<file path="src/rtl/axi4_rd_pkg.sv">
// Shared types and constants for the AXI4 read initiator.
// Burst/response encodings, FSM state codes, fixed AR attributes.
package axi4_rd_pkg;

    typedef enum logic [1:0] {
        BURST_FIXED = 2'd0,
        BURST_INCR  = 2'd1,
        BURST_WRAP  = 2'd2,
        BURST_RSVD  = 2'd3
    } burst_t;

    typedef enum logic [1:0] {
        RESP_OKAY   = 2'd0,
        RESP_EXOKAY = 2'd1,
        RESP_SLVERR = 2'd2,
        RESP_DECERR = 2'd3
    } resp_t;

    typedef logic [1:0] rd_state_t;

    localparam rd_state_t ST_IDLE  = 2'd0;
    localparam rd_state_t ST_ADDR  = 2'd1;
    localparam rd_state_t ST_DATA  = 2'd2;
    localparam rd_state_t ST_DRAIN = 2'd3;

    localparam logic       AR_LOCK   = 1'b0;
    localparam logic [3:0] AR_CACHE  = 4'b0011;
    localparam logic [2:0] AR_PROT   = 3'b000;
    localparam logic [3:0] AR_QOS    = 4'b0000;
    localparam logic [3:0] AR_REGION = 4'b0000;

    function automatic logic wrap_len_ok(input logic [7:0] len);
        return (len == 8'd1) || (len == 8'd3) ||
               (len == 8'd7) || (len == 8'd15);
    endfunction

endpackage

</file>
<file path="src/rtl/axi4_rd_fifo.sv">
// Two-entry registered FIFO between the R channel and the dout port.
// Push is ignored while full, pop is ignored while empty.
module axi4_rd_fifo
    import axi4_rd_pkg::*;
#(
    parameter int W = 8
) (
    input  logic         clk,
    input  logic         rst_n,
    input  logic         push,
    input  logic         pop,
    input  logic [W-1:0] din,
    output logic [W-1:0] dout,
    output logic         full,
    output logic         empty
);

    logic [W-1:0] mem [2];
    logic         wptr;
    logic         rptr;
    logic [1:0]   cnt;
    logic         do_push;
    logic         do_pop;

    assign full    = (cnt == 2'd2);
    assign empty   = (cnt == 2'd0);
    assign dout    = mem[rptr];
    assign do_push = push && !full;
    assign do_pop  = pop && !empty;

    always_ff @(posedge clk or negedge rst_n) begin
        if (!rst_n) begin
            mem[0] <= '0;
            mem[1] <= '0;
            wptr   <= 1'b0;
            rptr   <= 1'b0;
            cnt    <= 2'd0;
        end else begin
            if (do_push) begin
                mem[wptr] <= din;
                wptr      <= ~wptr;
            end
            if (do_pop)
                rptr <= ~rptr;
            cnt <= cnt + {1'b0, do_push} - {1'b0, do_pop};
        end
    end

endmodule

</file>
<file path="src/rtl/axi4_rd_initiator.sv">
// AXI4 read-channel initiator: one burst at a time, AR issue,
// R collection through a 2-entry buffer, beat streaming on dout.
module axi4_rd_initiator
    import axi4_rd_pkg::*;
#(
    parameter int ADDR_W = 32,
    parameter int DATA_W = 32,
    parameter int ID_W   = 4
) (
    input  logic              clk,
    input  logic              rst_n,
    input  logic              cmd_valid,
    output logic              cmd_ready,
    input  logic [ADDR_W-1:0] cmd_addr,
    input  logic [7:0]        cmd_len,
    input  logic [1:0]        cmd_burst,
    input  logic [ID_W-1:0]   cmd_id,
    output logic [ID_W-1:0]   arid,
    output logic [ADDR_W-1:0] araddr,
    output logic [7:0]        arlen,
    output logic [1:0]        arburst,
    output logic [2:0]        arsize,
    output logic              arlock,
    output logic [3:0]        arcache,
    output logic [2:0]        arprot,
    output logic [3:0]        arqos,
    output logic [3:0]        arregion,
    output logic              arvalid,
    input  logic              arready,
    input  logic [ID_W-1:0]   rid,
    input  logic [DATA_W-1:0] rdata,
    input  logic [1:0]        rresp,
    input  logic              rlast,
    input  logic              rvalid,
    output logic              rready,
    output logic              dout_valid,
    input  logic              dout_ready,
    output logic [DATA_W-1:0] dout_data,
    output logic [1:0]        dout_resp,
    output logic              dout_last,
    output logic              done,
    output logic              err_cmd,
    output logic              err_last,
    output logic              err_id,
    output logic              err_resp
);

    localparam int          FW         = DATA_W + 3;
    localparam logic [2:0]  ARSIZE     = 3'($clog2(DATA_W / 8));
    localparam logic [ADDR_W-1:0] AMASK = ADDR_W'(DATA_W / 8 - 1);

    rd_state_t   state;
    logic [8:0]  beat_cnt;
    logic        cmd_hs;
    logic        cmd_bad;
    logic        r_hs;
    logic        last_exp;
    logic        pop;
    logic        full;
    logic        empty;
    logic [FW-1:0] f_din;
    logic [FW-1:0] f_dout;

    assign arsize   = ARSIZE;
    assign arlock   = AR_LOCK;
    assign arcache  = AR_CACHE;
    assign arprot   = AR_PROT;
    assign arqos    = AR_QOS;
    assign arregion = AR_REGION;

    assign cmd_ready  = (state == ST_IDLE);
    assign arvalid    = (state == ST_ADDR);
    assign rready     = (state == ST_DATA) && !full;
    assign cmd_hs     = cmd_valid && cmd_ready;
    assign r_hs       = rvalid && rready;
    assign last_exp   = (beat_cnt == 9'd1);
    assign dout_valid = !empty;
    assign pop        = dout_valid && dout_ready;

    // WRAP needs a power-of-two length and a size-aligned start.
    assign cmd_bad = (cmd_burst == BURST_RSVD) ||
                     ((cmd_burst == BURST_WRAP) &&
                      (!wrap_len_ok(cmd_len) ||
                       ((cmd_addr & AMASK) != '0)));

    assign f_din     = {rdata, rresp, last_exp};
    assign dout_data = f_dout[FW-1:3];
    assign dout_resp = f_dout[2:1];
    assign dout_last = f_dout[0];

    axi4_rd_fifo #(
        .W (FW)
    ) u_fifo (
        .clk   (clk),
        .rst_n (rst_n),
        .push  (r_hs),
        .pop   (pop),
        .din   (f_din),
        .dout  (f_dout),
        .full  (full),
        .empty (empty)
    );

    always_ff @(posedge clk or negedge rst_n) begin
        if (!rst_n) begin
            state    <= ST_IDLE;
            beat_cnt <= 9'd0;
            arid     <= '0;
            araddr   <= '0;
            arlen    <= 8'd0;
            arburst  <= 2'd0;
            done     <= 1'b0;
            err_cmd  <= 1'b0;
            err_last <= 1'b0;
            err_id   <= 1'b0;
            err_resp <= 1'b0;
        end else begin
            done <= 1'b0;
            unique case (state)
                ST_IDLE: begin
                    if (cmd_hs) begin
                        arid     <= cmd_id;
                        araddr   <= cmd_addr;
                        arlen    <= cmd_len;
                        arburst  <= cmd_burst;
                        beat_cnt <= {1'b0, cmd_len} + 9'd1;
                        err_cmd  <= cmd_bad;
                        err_last <= 1'b0;
                        err_id   <= 1'b0;
                        err_resp <= 1'b0;
                        if (cmd_bad)
                            done <= 1'b1;
                        else
                            state <= ST_ADDR;
                    end
                end
                ST_ADDR: begin
                    if (arready)
                        state <= ST_DATA;
                end
                ST_DATA: begin
                    // Length is counted locally; rlast only feeds err_last.
                    if (r_hs) begin
                        beat_cnt <= beat_cnt - 9'd1;
                        if (rlast != last_exp)
                            err_last <= 1'b1;
                        if (rid != arid)
                            err_id <= 1'b1;
                        if (rresp[1])
                            err_resp <= 1'b1;
                        if (last_exp)
                            state <= ST_DRAIN;
                    end
                end
                ST_DRAIN: begin
                    if (pop && dout_last) begin
                        done  <= 1'b1;
                        state <= ST_IDLE;
                    end
                end
                default: state <= ST_IDLE;
            endcase
        end
    end

endmodule

</file>
<file path="config.mk">
export PLATFORM = sky130hd
export DESIGN_NAME = axi4_rd_initiator
export DESIGN_NICKNAME = d
export VERILOG_FILES = /design/src/rtl/axi4_rd_pkg.sv /design/src/rtl/axi4_rd_fifo.sv /design/src/rtl/axi4_rd_initiator.sv
export SDC_FILE = /design/constraint.sdc
export NUM_CORES = 1
export LEC_CHECK = 0
export BUFFER_PORTS_ARGS = -buffer_cell sky130_fd_sc_hd__buf_4
export CORE_MARGIN = 4
export CORE_UTILIZATION = 46
export CTS_CLUSTER_DIAMETER = 60
export CTS_CLUSTER_SIZE = 10
export DETAILED_ROUTE_END_ITERATION = 8
export PLACE_DENSITY = 0.76
export SLEW_MARGIN = 20
export SYNTH_ARGS = -nofsm -noshare
export SYNTH_HDL_FRONTEND = slang
export SYNTH_SLANG_ARGS = --single-unit
</file>
<file path="constraint.sdc">
create_clock -name clk -period 2.3 [get_ports clk]
set_input_delay 0.46 -clock clk [delete_from_list [all_inputs] [get_ports clk]]
set_output_delay 0.46 -clock clk [all_outputs]
set_load 0.005 [all_outputs]
</file>
==> flow_metrics.env, run 1 <==
export IMPL_outcome="complete, no violations"
export IMPL_worstSetupStartpointType="register"
export IMPL_finalHoldViolCount=0
export IMPL_netlist_area_mm2=0.00619
export IMPL_seq_area_frac_synth_pct=54.9
export IMPL_met3_usage_pct=4.77
export IMPL_cts_sinks=136
export IMPL_whs_ps=9.55
export IMPL_slew_violations=0
export IMPL_postCtsHoldBufs=0
export IMPL_clk_pin_slew_ps=60
export IMPL_r2r_cells=7
export IMPL_vdd_drop_max_mv=0.692
export IMPL_p_per_area_mw_per_mm2=1420
export IMPL_wl_um=14100
export IMPL_nets=755
export IMPL_synthArstFlopShare_pct=100
export IMPL_dr_pass1_iters=6
export IMPL_min_path_type="input port to async pin"
export IMPL_clock_path_buffers=2
export IMPL_finalCritPeriodShare_pct=96.3
export IMPL_synth_compound_area_share_pct=3.64
export IMPL_grt_start_max_net_pins=79
export IMPL_die_width_um=124
export IMPL_worstSetupPathType="register to register"
export IMPL_num_vias=4298
export IMPL_drive_above_1_share_pct=56.8
export IMPL_io_pin_count=200
export IMPL_regToRegSetupSlack_ps=90
export IMPL_grt_pass1_wl_um=22400
export IMPL_ys_ff_latch=136
export IMPL_grt_pass1_vias=4596
export IMPL_maxCapViolations=0
export IMPL_cp_max_fo=3
export IMPL_yosys_warnings=0
export IMPL_gr_usage_met1_pct=21.2
export IMPL_synth_top_area_share_pct=54.9
export IMPL_synthAdderAreaFrac_pct=2.02
export IMPL_drc=0
export IMPL_cts_tree="yes"
export IMPL_postRouteAntennaNets=0
export IMPL_clock_skew_ps=10.4
export IMPL_start_util_pct=47.0
export IMPL_track_usage_pct=18.8
export IMPL_gr_total_overflow=0
export IMPL_port_buffers=180
export IMPL_core_mm2=0.0132
export IMPL_synth_xor_area_share_pct=2.12
export IMPL_cellLeakagePower_uw=0.00395
export IMPL_relSlewSlack_pct=63.1
export IMPL_final_common_cell="buf_4"
export IMPL_top_usage_layer="met2"
export IMPL_syn2layout_area_growth_pct=35.0
export IMPL_netlist_top_cells_area="dfrtp_1 (55%), mux2_2 (27%), buf_4 (2.3%)"
export IMPL_clkLatencyLatePin_ps=420
export IMPL_antenna_cells=0
export IMPL_synth_distinct_cells=42
export IMPL_htree_levels=4
export IMPL_placementRows=42
export IMPL_cp_required_ps=2650
export IMPL_syn_area_per_cell_um2=13.3
export IMPL_reg2reg_from="state[0]"
export IMPL_yosysTopAreaCell="dfrtp_1"
export IMPL_synth_top_family_by_area="multiplexers"
export IMPL_setup_violations=0
export IMPL_worst_pin_slew_ps=548
export IMPL_avgRoutedWirePerCell_um=16.8
export IMPL_finalNonFillerCells=842
export IMPL_first_iter_violations=285
export IMPL_synthFlopType="dfrtp_1"
export IMPL_cp_arrival_ps=2560
export IMPL_dp_hpwl_um=10100
export IMPL_finalSetupTns_ps=0
export IMPL_min_period_ps=2210
export IMPL_die_area_mm2=0.0154
export IMPL_place_congestion=0.841
export IMPL_r2r_end="beat_cnt[8]"
export IMPL_endpoint_kind="register"
export IMPL_antenna_found_initial=0
export IMPL_fmax_mhz=452
export IMPL_dp_cells=811
export IMPL_layout_common_cells="buf_4 (185), mux2_2 (148), dfrtp_1 (135)"
export IMPL_vias_per_cell=5.10
export IMPL_synth_edf_count=0
export IMPL_grtUsageMet2_pct=33.0
export IMPL_yosys_area_share_simple_pct=5.43
export IMPL_cts_buffers=17
export IMPL_synth_mux_area_share_pct=27.4
export IMPL_die_y_um=124
export IMPL_syn_instance_count=467
export IMPL_clockRootBuffer="clkbuf_16"
export IMPL_n_fill_cell=987
export IMPL_rsz0062_at_grt="no"
[synthesized netlist by cell type, drive strengths merged (8+ instances only)]
cell type    n
xnor2       11
clkbuf      13
mux2       148
o21ai       15
inv         10
buf         28
nand2       16
ha          10
nand3        8
nor2        11
dfrtp      136
a21oi       10
[stage by stage]
stage | worst slack [ps] | instance area (um2) | util (%) | total power, uW
final | 86.0 | 8360 | 63.4 | 11900
after floorplan | 10.3 | 6260 | - | 6930
after global placement | 139 | 7780 | 59.0 | 9110
after detailed placement | 44.3 | 7780 | 59.0 | 9370
after CTS | 47.2 | 8340 | 63.2 | 12000
after global routing | 0.0173 | 8360 | 63.4 | 12700
[routing by layer]
layer / routed length, um / up-vias
li1: - / 1985
met1: 5330 / 2144
met3: 742 / 32
met4: 444 / 0
met5: 0 / -
met2: 7620 / 137
[power breakdown]
part | internal (uW) | leakage, uW | switching [uW]
registers | 3600 | 0.00163 | 688
logic | 3100 | 0.00204 | 1960
clock network | 1590 | 0.000272 | 958
[cell families (layout without fill, tap and decap cells)]
family,Yosys count,count (layout)
AO/OA/AOI/OAI,37,37
XOR/XNOR,15,15
adder cells (fa/ha/maj),10,10
buffers and inverters,51,233
flip-flops,136,136
multiplexers,151,151
other,2,19
AND/OR/NAND/NOR,65,65
[flip-flops by register name, indices dropped and copies added, names as in the netlist]
signal	flops
arburst	2
arlen	8
err_id	1
done	1
u_fifo.wptr	1
u_fifo.rptr	1
beat_cnt	9
araddr	32
err_resp	1
u_fifo.cnt	2
err_last	1
state	2
err_cmd	1
arid	4
u_fifo.mem	70
[layout make-up]
cell class / instances / area (um2) / share of cell area, %
multi-input cells: 297 / 2620 / 31.3
clock buffers: 24 / 492 / 5.88
flip-flops and latches: 136 / 3400 / 40.7
repair buffers: 192 / 1520 / 18.2
inverters: 10 / 37.5 / 0.449
well taps: 176 / 220 / 2.63
clock inverters: 7 / 68.8 / 0.823
[how the worst max path moves through the flow]
stage / to / start / cells after the start / slack, ps
after floorplan: beat_cnt[8] / state[0] / 9 / 10
after global placement: beat_cnt[8] / state[0] / 7 / 140
after detailed placement: beat_cnt[8] / state[0] / 7 / 40
after CTS: beat_cnt[8] / state[0] / 7 / 50
after global routing: beat_cnt[8] / state[1] / 7 / 0.02
final: beat_cnt[8] / state[0] / 7 / 90
[critical path, cell delays in order (launching register included)]
cell and delay, ps:
dfrtp_1 350, inv_1 90, ha_1 220, nor2b_1 160, or4_4 540, or4_4 500, o21ai_2 150, a221o_1 150
[timing repair]
action | CTS | global route
endpoints found under the setup margin | 1 | 1
resized for setup | 1 | 6
buffers inserted | 0 | 0
pin swaps | 0 | 1
No activity file was read; power rests on OpenSTA's default activity.
==> inputs of run 2 (changes only) <==
--- a/config.mk
+++ b/config.mk
@@ -5,13 +5,14 @@
 export SDC_FILE = /design/constraint.sdc
 export NUM_CORES = 1
 export LEC_CHECK = 0
+export ABC_AREA = 1
 export BUFFER_PORTS_ARGS = -buffer_cell sky130_fd_sc_hd__buf_4
 export CORE_MARGIN = 4
-export CORE_UTILIZATION = 46
+export CORE_UTILIZATION = 50
 export CTS_CLUSTER_DIAMETER = 60
 export CTS_CLUSTER_SIZE = 10
 export DETAILED_ROUTE_END_ITERATION = 8
-export PLACE_DENSITY = 0.76
+export PLACE_DENSITY = 0.78
 export SLEW_MARGIN = 20
 export SYNTH_ARGS = -nofsm -noshare
 export SYNTH_HDL_FRONTEND = slang
==> constraint.sdc (replaced) <==
create_clock -name clk -period 2.7 [get_ports clk]
set_input_delay 0.54 -clock clk [delete_from_list [all_inputs] [get_ports clk]]
set_output_delay 0.54 -clock clk [all_outputs]
set_load 0.005 [all_outputs]
==> run 2 against run 1 <==
  * Clock power down 17%
  * Final area up 0.31%
  * Area after synthesis up 4.1%
  * First-iteration DRC count up 75%
  * Die area down 3.9%
  * Count of clock-buffer cells in the layout down 2
  * Total power down 56%
  * Critical endpoint is now dout_data[19]
  * Largest power group is now sequential cells
==> flow_metrics.env, run 2 <==
export IMPL_outcome="complete, no violations"
export IMPL_worstSetupStartpointType="register"
export IMPL_yosys_area_share_simple_pct=25.1
export IMPL_crit_top_cell="buf_4"
export IMPL_finalSetupTns_ps=0
export IMPL_largest_register="u_fifo.mem"
export IMPL_multiInputGateArea_mm2=0.00249
export IMPL_synth_xor_area_share_pct=1.09
export IMPL_netlist_area_mm2=0.00645
export IMPL_postCtsSetupBuffers=0
export IMPL_clockRootBuffer="clkbuf_16"
export IMPL_worstSetupPathType="register to output port"
export IMPL_maxCapViolations=0
export IMPL_drive_above_1_share_pct=23.7
export IMPL_min_path_type="input port to async pin"
export IMPL_cts_tree="yes"
export IMPL_die_y_um=122
export IMPL_num_vias=5558
export IMPL_grtUsageMet2_pct=35.5
export IMPL_final_common_cell="nand2_1"
export IMPL_setup_violations=0
export IMPL_seq_area_frac_synth_pct=52.8
export IMPL_vias_per_cell=4.80
export IMPL_path_cells="buf_4 -> nand2_1 -> o21ai_0 -> buf_4"
export IMPL_clkLatencyLatePin_ps=410
export IMPL_grt_pass1_wl_um=26200
export IMPL_synthArstFlopShare_pct=100
export IMPL_drc=0
export IMPL_antenna_found_initial=0
export IMPL_place_congestion=0.864
export IMPL_die_width_um=122
export IMPL_synth_mux_area_share_pct=0
export IMPL_cp_arrival_ps=1880
export IMPL_layout_common_cells="nand2_1 (348), buf_4 (188), dfrtp_1 (135)"
export IMPL_largest_reg_flops=70
export IMPL_yosysMostFrequentCell="nand2_1"
export IMPL_die_area_mm2=0.0148
export IMPL_syn_instance_count=801
export IMPL_grt_start_max_net_pins=58
export IMPL_start_util_pct=51.1
export IMPL_cts_repair_resized=0
export IMPL_synth_top_area_share_pct=52.8
export IMPL_utilization_pct=66.5
export IMPL_postCtsHoldBufs=0
export IMPL_rsz0062_at_grt="no"
export IMPL_slew_violations=0
export IMPL_io_pin_count=200
export IMPL_met3_usage_pct=7.47
export IMPL_slowest_stage="dfrtp_2"
export IMPL_synthTopCellsByCount="nand2_1 (349), dfrtp_1 (136), o21ai_0 (92)"
export IMPL_clk_pin_slew_ps=60
export IMPL_cts_sinks=136
export IMPL_first_iter_violations=499
export IMPL_vdd_drop_max_mv=0.414
export IMPL_synth_edf_count=0
export IMPL_placementRows=41
export IMPL_finalCritPeriodShare_pct=89.8
export IMPL_min_period_ps=2420
export IMPL_antenna_cells=0
export IMPL_clock_path_buffers=2
export IMPL_reg_largest_list="u_fifo.mem: 70 flops, araddr: 32 flops, beat_cnt: 9 flops"
export IMPL_dp_hpwl_um=11300
export IMPL_max_stage_delay_ps=560
export IMPL_cp_required_ps=2160
export IMPL_p_per_area_mw_per_mm2=624
export IMPL_synthAdderAreaFrac_pct=1.94
export IMPL_track_usage_pct=22.4
export IMPL_postRouteAntennaNets=0
export IMPL_nets=1076
export IMPL_dr_pass1_iters=6
export IMPL_synthFlopType="dfrtp_1"
export IMPL_cellLeakagePower_uw=0.00465
export IMPL_yosysTopAreaCell="dfrtp_1"
export IMPL_synth_top_family_by_area="simple AND/OR/NAND/NOR gates"
export IMPL_clock_skew_ps=5.48
export IMPL_wl_um=15800
export IMPL_netlist_top_cells_area="dfrtp_1 (53%), nand2_1 (20%), o21ai_0 (7.1%)"
export IMPL_port_buffers=180
export IMPL_worst_pin_slew_ps=598
export IMPL_yosys_warnings=0
export IMPL_ff_latch_area_mm2=0.00340
export IMPL_synth_distinct_cells=28
export IMPL_grt_pass1_vias=5434
export IMPL_gr_usage_met1_pct=29.0
export IMPL_gr_total_overflow=0
export IMPL_relSlewSlack_pct=60.2
export IMPL_finalHoldViolCount=0
export IMPL_syn_area_per_cell_um2=8.05
export IMPL_cts_buffers=17
export IMPL_ys_ff_latch=136
export IMPL_n_fill_cell=1098
export IMPL_avgRoutedWirePerCell_um=13.6
export IMPL_fmax_mhz=413
export IMPL_endpoint_kind="output port"
export IMPL_top_usage_layer="met2"
export IMPL_syn2layout_area_growth_pct=30.1
export IMPL_htree_levels=4
export IMPL_synth_compound_area_share_pct=9.33
export IMPL_cp_max_fo=52
export IMPL_core_mm2=0.0126
==> run 2: cell types whose count changed in the layout (fill, tap and decap cells not counted), sizes merged, moves of 3 or more <==
cell / delta
o21ai: +85
nor4: -3
nor2b: -3
nor3: -4
inv: +65
mux2: -148
nand3: +9
xnor2: -8
nand2b: -5
nor2: +21
nand2: +334
mux2i: -3
==> run 2: worst max-delay path: cells and delay by family (launching register included) <==
kind | cells | cell delay [ps]
AO/OA/AOI/OAI | 1 | 150
flip-flops | 1 | 560
AND/OR/NAND/NOR | 1 | 130
buffers and inverters | 2 | 630
==> run 2: cell type report <==
type	instances	area share (%)
Sequential cell	136	40.6
Multi-Input combinational cell	555	29.6
Timing Repair Buffer	191	17.4
Clock buffer	22	5.53
Inverter	74	3.37
Tap cell	172	2.56
Clock inverter	8	0.880
==> run 2: path summary, 6_finish.rpt <==
check                      cells past startpoint  slack, ps              to           start
setup / recovery                               4        280   dout_data[19]     u_fifo.rptr
setup reg to reg                               8        660  u_fifo.mem[69]        state[0]
hold / removal                                 1         90  u_fifo.mem[48]           rst_n
min in group clk                               3        320      araddr[28]    cmd_addr[28]
hold reg to reg                                2        470  u_fifo.mem[11]  u_fifo.mem[11]
max in group asynchronous                      2       1970      araddr[20]           rst_n
==> run 2: report_power, final <==
group          internal [uW]  total, uW  switching, uW
combinational            523        991            468
clock                   1300       2120            819
sequential              2070       2130           59.9
total                   3890       5230           1350
==> run 2: kinds of logic after synthesis <==
logic type,after synthesis
fa+ha+maj,10
flops,136
buf+inv,127
other cells,2
xor+xnor,8
compound gates,112
simple gates,406
==> run 2: metrics by stage <==
step / hold slack (ps) / total power (uW) / cells / instance area, um2 / setup slack, ps
finish: 87.2 / 5230 / 1158 / 8390 / 276
global route: 120 / 5470 / 1158 / 8390 / 211
CTS: 103 / 5290 / 1158 / 8390 / 276
detailed placement: 458 / 3170 / 1128 / 7850 / 645
global placement: 454 / 3150 / 1128 / 7850 / 725
floorplan: 244 / 2540 / 818 / 6520 / 1100
==> run 2: routing by layer <==
metal / routed length, um / up-vias
li1: - / 2775
met1: 6610 / 2533
met2: 7450 / 229
met3: 1500 / 21
met4: 210 / 0
met5: 0 / -
==> inputs of run 3 (changes only) <==
--- a/config.mk
+++ b/config.mk
@@ -5,14 +5,13 @@
 export SDC_FILE = /design/constraint.sdc
 export NUM_CORES = 1
 export LEC_CHECK = 0
-export ABC_AREA = 1
 export BUFFER_PORTS_ARGS = -buffer_cell sky130_fd_sc_hd__buf_4
 export CORE_MARGIN = 4
 export CORE_UTILIZATION = 50
 export CTS_CLUSTER_DIAMETER = 60
 export CTS_CLUSTER_SIZE = 10
 export DETAILED_ROUTE_END_ITERATION = 8
-export PLACE_DENSITY = 0.78
+export PLACE_DENSITY = 0.79
 export SLEW_MARGIN = 20
 export SYNTH_ARGS = -nofsm -noshare
 export SYNTH_HDL_FRONTEND = slang
==> run 3 against run 2 <==
  * Sequential share of layout area increased by 0.52 points
  * Largest power group is now combinational logic
  * Count of clock-buffer cells in the layout decreased by 3
  * Critical path depth up 3
  * Setup slack worse by 62 ps
  * Sequential power grew 71%
  * Combinational power grew to 4.2 times the previous value
  * Via count down 23%
  * Critical path type is now register to register
  * Highest routed layer unchanged
  * Final cell count decreased by 28%
  * Maximum frequency shrank 2.5%
  * Largest cell class unchanged
  * Clock power up 5%
  * Final area decreased by 1.3%
==> flow_metrics.env, run 3 (same netlist as run 1, synthesis figures left out) <==
export IMPL_outcome="complete, no violations"
export IMPL_finalHoldViolCount=0
export IMPL_first_iter_violations=300
export IMPL_layout_common_cells="buf_4 (186), mux2_2 (148), dfrtp_1 (136)"
export IMPL_cp_max_fo=8
export IMPL_postRouteAntennaNets=0
export IMPL_final_common_cell="buf_4"
export IMPL_slew_violations=0
export IMPL_critical_path_top_delay_family="simple AND/OR/NAND/NOR gates"
export IMPL_setup_violations=0
export IMPL_cp_num_buf_inv=1
export IMPL_clockPowerShare_pct=22.1
export IMPL_die_area_mm2=0.0142
export IMPL_endpoint_kind="register"
export IMPL_r2r_cells=7
export IMPL_gr_total_overflow=0
export IMPL_postCtsHoldBufs=0
export IMPL_slowest_stage="or4_1"
export IMPL_reg_largest_list="u_fifo.mem: 70 flops, araddr: 32 flops, beat_cnt: 9 flops"
export IMPL_core_mm2=0.0121
export IMPL_path_cells="inv_1 -> ha_1 -> nor2b_1 -> or4_1 -> or4_1 -> o21ai_1 -> a221o_1"
export IMPL_min_path_type="input port to async pin"
export IMPL_cp_required_ps=3050
export IMPL_cts_tree="yes"
export IMPL_grt_pass1_vias=4702
export IMPL_crit_top_cell="or4_1"
export IMPL_htree_levels=4
export IMPL_num_vias=4275
export IMPL_clock_path_buffers=2
export IMPL_reg2reg_from="state[0]"
export IMPL_r2r_end="beat_cnt[8]"
export IMPL_largest_reg_flops=70
export IMPL_dp_hpwl_um=10300
export IMPL_wl_um=14300
export IMPL_clockRootBuffer="clkbuf_16"
export IMPL_switching_power_uw=3120
export IMPL_clock_skew_ps=5.77
export IMPL_clk_pin_slew_ps=60
export IMPL_finalNonFillerCells=832
export IMPL_rsz0062_at_grt="no"
export IMPL_syn2layout_area_growth_pct=33.7
export IMPL_fmax_mhz=402
export IMPL_port_buffers=180
export IMPL_maxCapViolations=0
export IMPL_worstSetupStartpointType="register"
export IMPL_cts_buffers=17
export IMPL_cp_arrival_ps=2840
export IMPL_relSlewSlack_pct=56.8
export IMPL_swShare_pct=31.0
export IMPL_p_per_area_mw_per_mm2=1210
export IMPL_cts_sinks=136
export IMPL_critPathLaunch="state[0]"
export IMPL_antenna_cells=0
export IMPL_placementRows=40
export IMPL_dr_pass1_iters=4
export IMPL_die_y_um=119
export IMPL_cellLeakagePower_uw=0.00390
export IMPL_postCtsSetupBuffers=0
export IMPL_ff_latch_area_mm2=0.00340
export IMPL_drive_above_1_share_pct=56.2
export IMPL_p_seq_share_pct=36.3
export IMPL_io_pin_count=200
export IMPL_vdd_drop_max_mv=0.897
export IMPL_grt_pass1_wl_um=23400
export IMPL_largest_register="u_fifo.mem"
export IMPL_finalSetupTns_ps=0
export IMPL_worst_pin_slew_ps=648
export IMPL_regToRegSetupSlack_ps=210
export IMPL_p_int_uw=6930
export IMPL_grt_start_max_net_pins=53
export IMPL_worstSetupPathType="register to register"
export IMPL_finalCritPeriodShare_pct=92.1
export IMPL_min_period_ps=2490
export IMPL_dp_cells=800
export IMPL_start_util_pct=51.4
export IMPL_track_usage_pct=20.7
export IMPL_avgRoutedWirePerCell_um=17.1
export IMPL_drc=0
export IMPL_max_stage_delay_ps=670
export IMPL_multiInputGateArea_mm2=0.00260
export IMPL_pwr_share_comb_pct=41.6
export IMPL_whs_ps=145
export IMPL_die_width_um=119
export IMPL_cts_repair_resized=0
export IMPL_place_congestion=0.842
export IMPL_n_fill_cell=875
export IMPL_nets=752
export IMPL_clkLatencyLatePin_ps=410
export IMPL_vias_per_cell=5.14
export IMPL_antenna_found_initial=0
==> run 3: per-stage QoR <==
step	setup WS, ps	util [%]	total power [uW]	cell area [um2]
after global placement	357	63.9	7660	7700
after detailed placement	226	63.9	7910	7700
final	214	68.7	10100	8280
after floorplan	410	-	5910	6260
after global routing	55.8	68.7	10700	8280
after CTS	217	68.7	10200	8280
==> run 3: metal layers <==
metal	GRT usage, %	vias up	wire length, um	share of wire [%]
li1	-	1982	-	-
met1	23.1	2136	5380	38
met2	36.9	133	7700	54
met3	6.36	24	845	5.9
met4	8.23	0	331	2.3
met5	0	-	0	0
==> run 3: layout make-up <==
| type | count | share of cell area (%) |
|---|---|---|
| Clock inverter | 13 | 1.48 |
| Clock buffer | 19 | 5.47 |
| Sequential cell | 136 | 41.1 |
| Multi-Input combinational cell | 297 | 31.4 |
| Inverter | 10 | 0.453 |
| Tap cell | 168 | 2.54 |
| Timing Repair Buffer | 189 | 17.6 |
==> run 3: how the worst max path moves through the flow <==
stage / to / slack [ps] / depth (start not counted)
2_1_floorplan: beat_cnt[8] / 410 / 9
3_3_place_gp: beat_cnt[8] / 360 / 7
3_5_place_dp: beat_cnt[8] / 230 / 7
4_1_cts: beat_cnt[8] / 220 / 7
5_1_grt: beat_cnt[8] / 60 / 8
6_report: beat_cnt[8] / 210 / 7
==> run 3: power groups by stage <==
stage,Clock [uW],Sequential [uW],Combinational (uW)
4_1_cts,2270,3640,4260
6_report,2220,3650,4180
3_3_place_gp,0,3570,4090
3_5_place_dp,0,3660,4250
2_1_floorplan,0,3540,2360
5_1_grt,2370,3770,4570
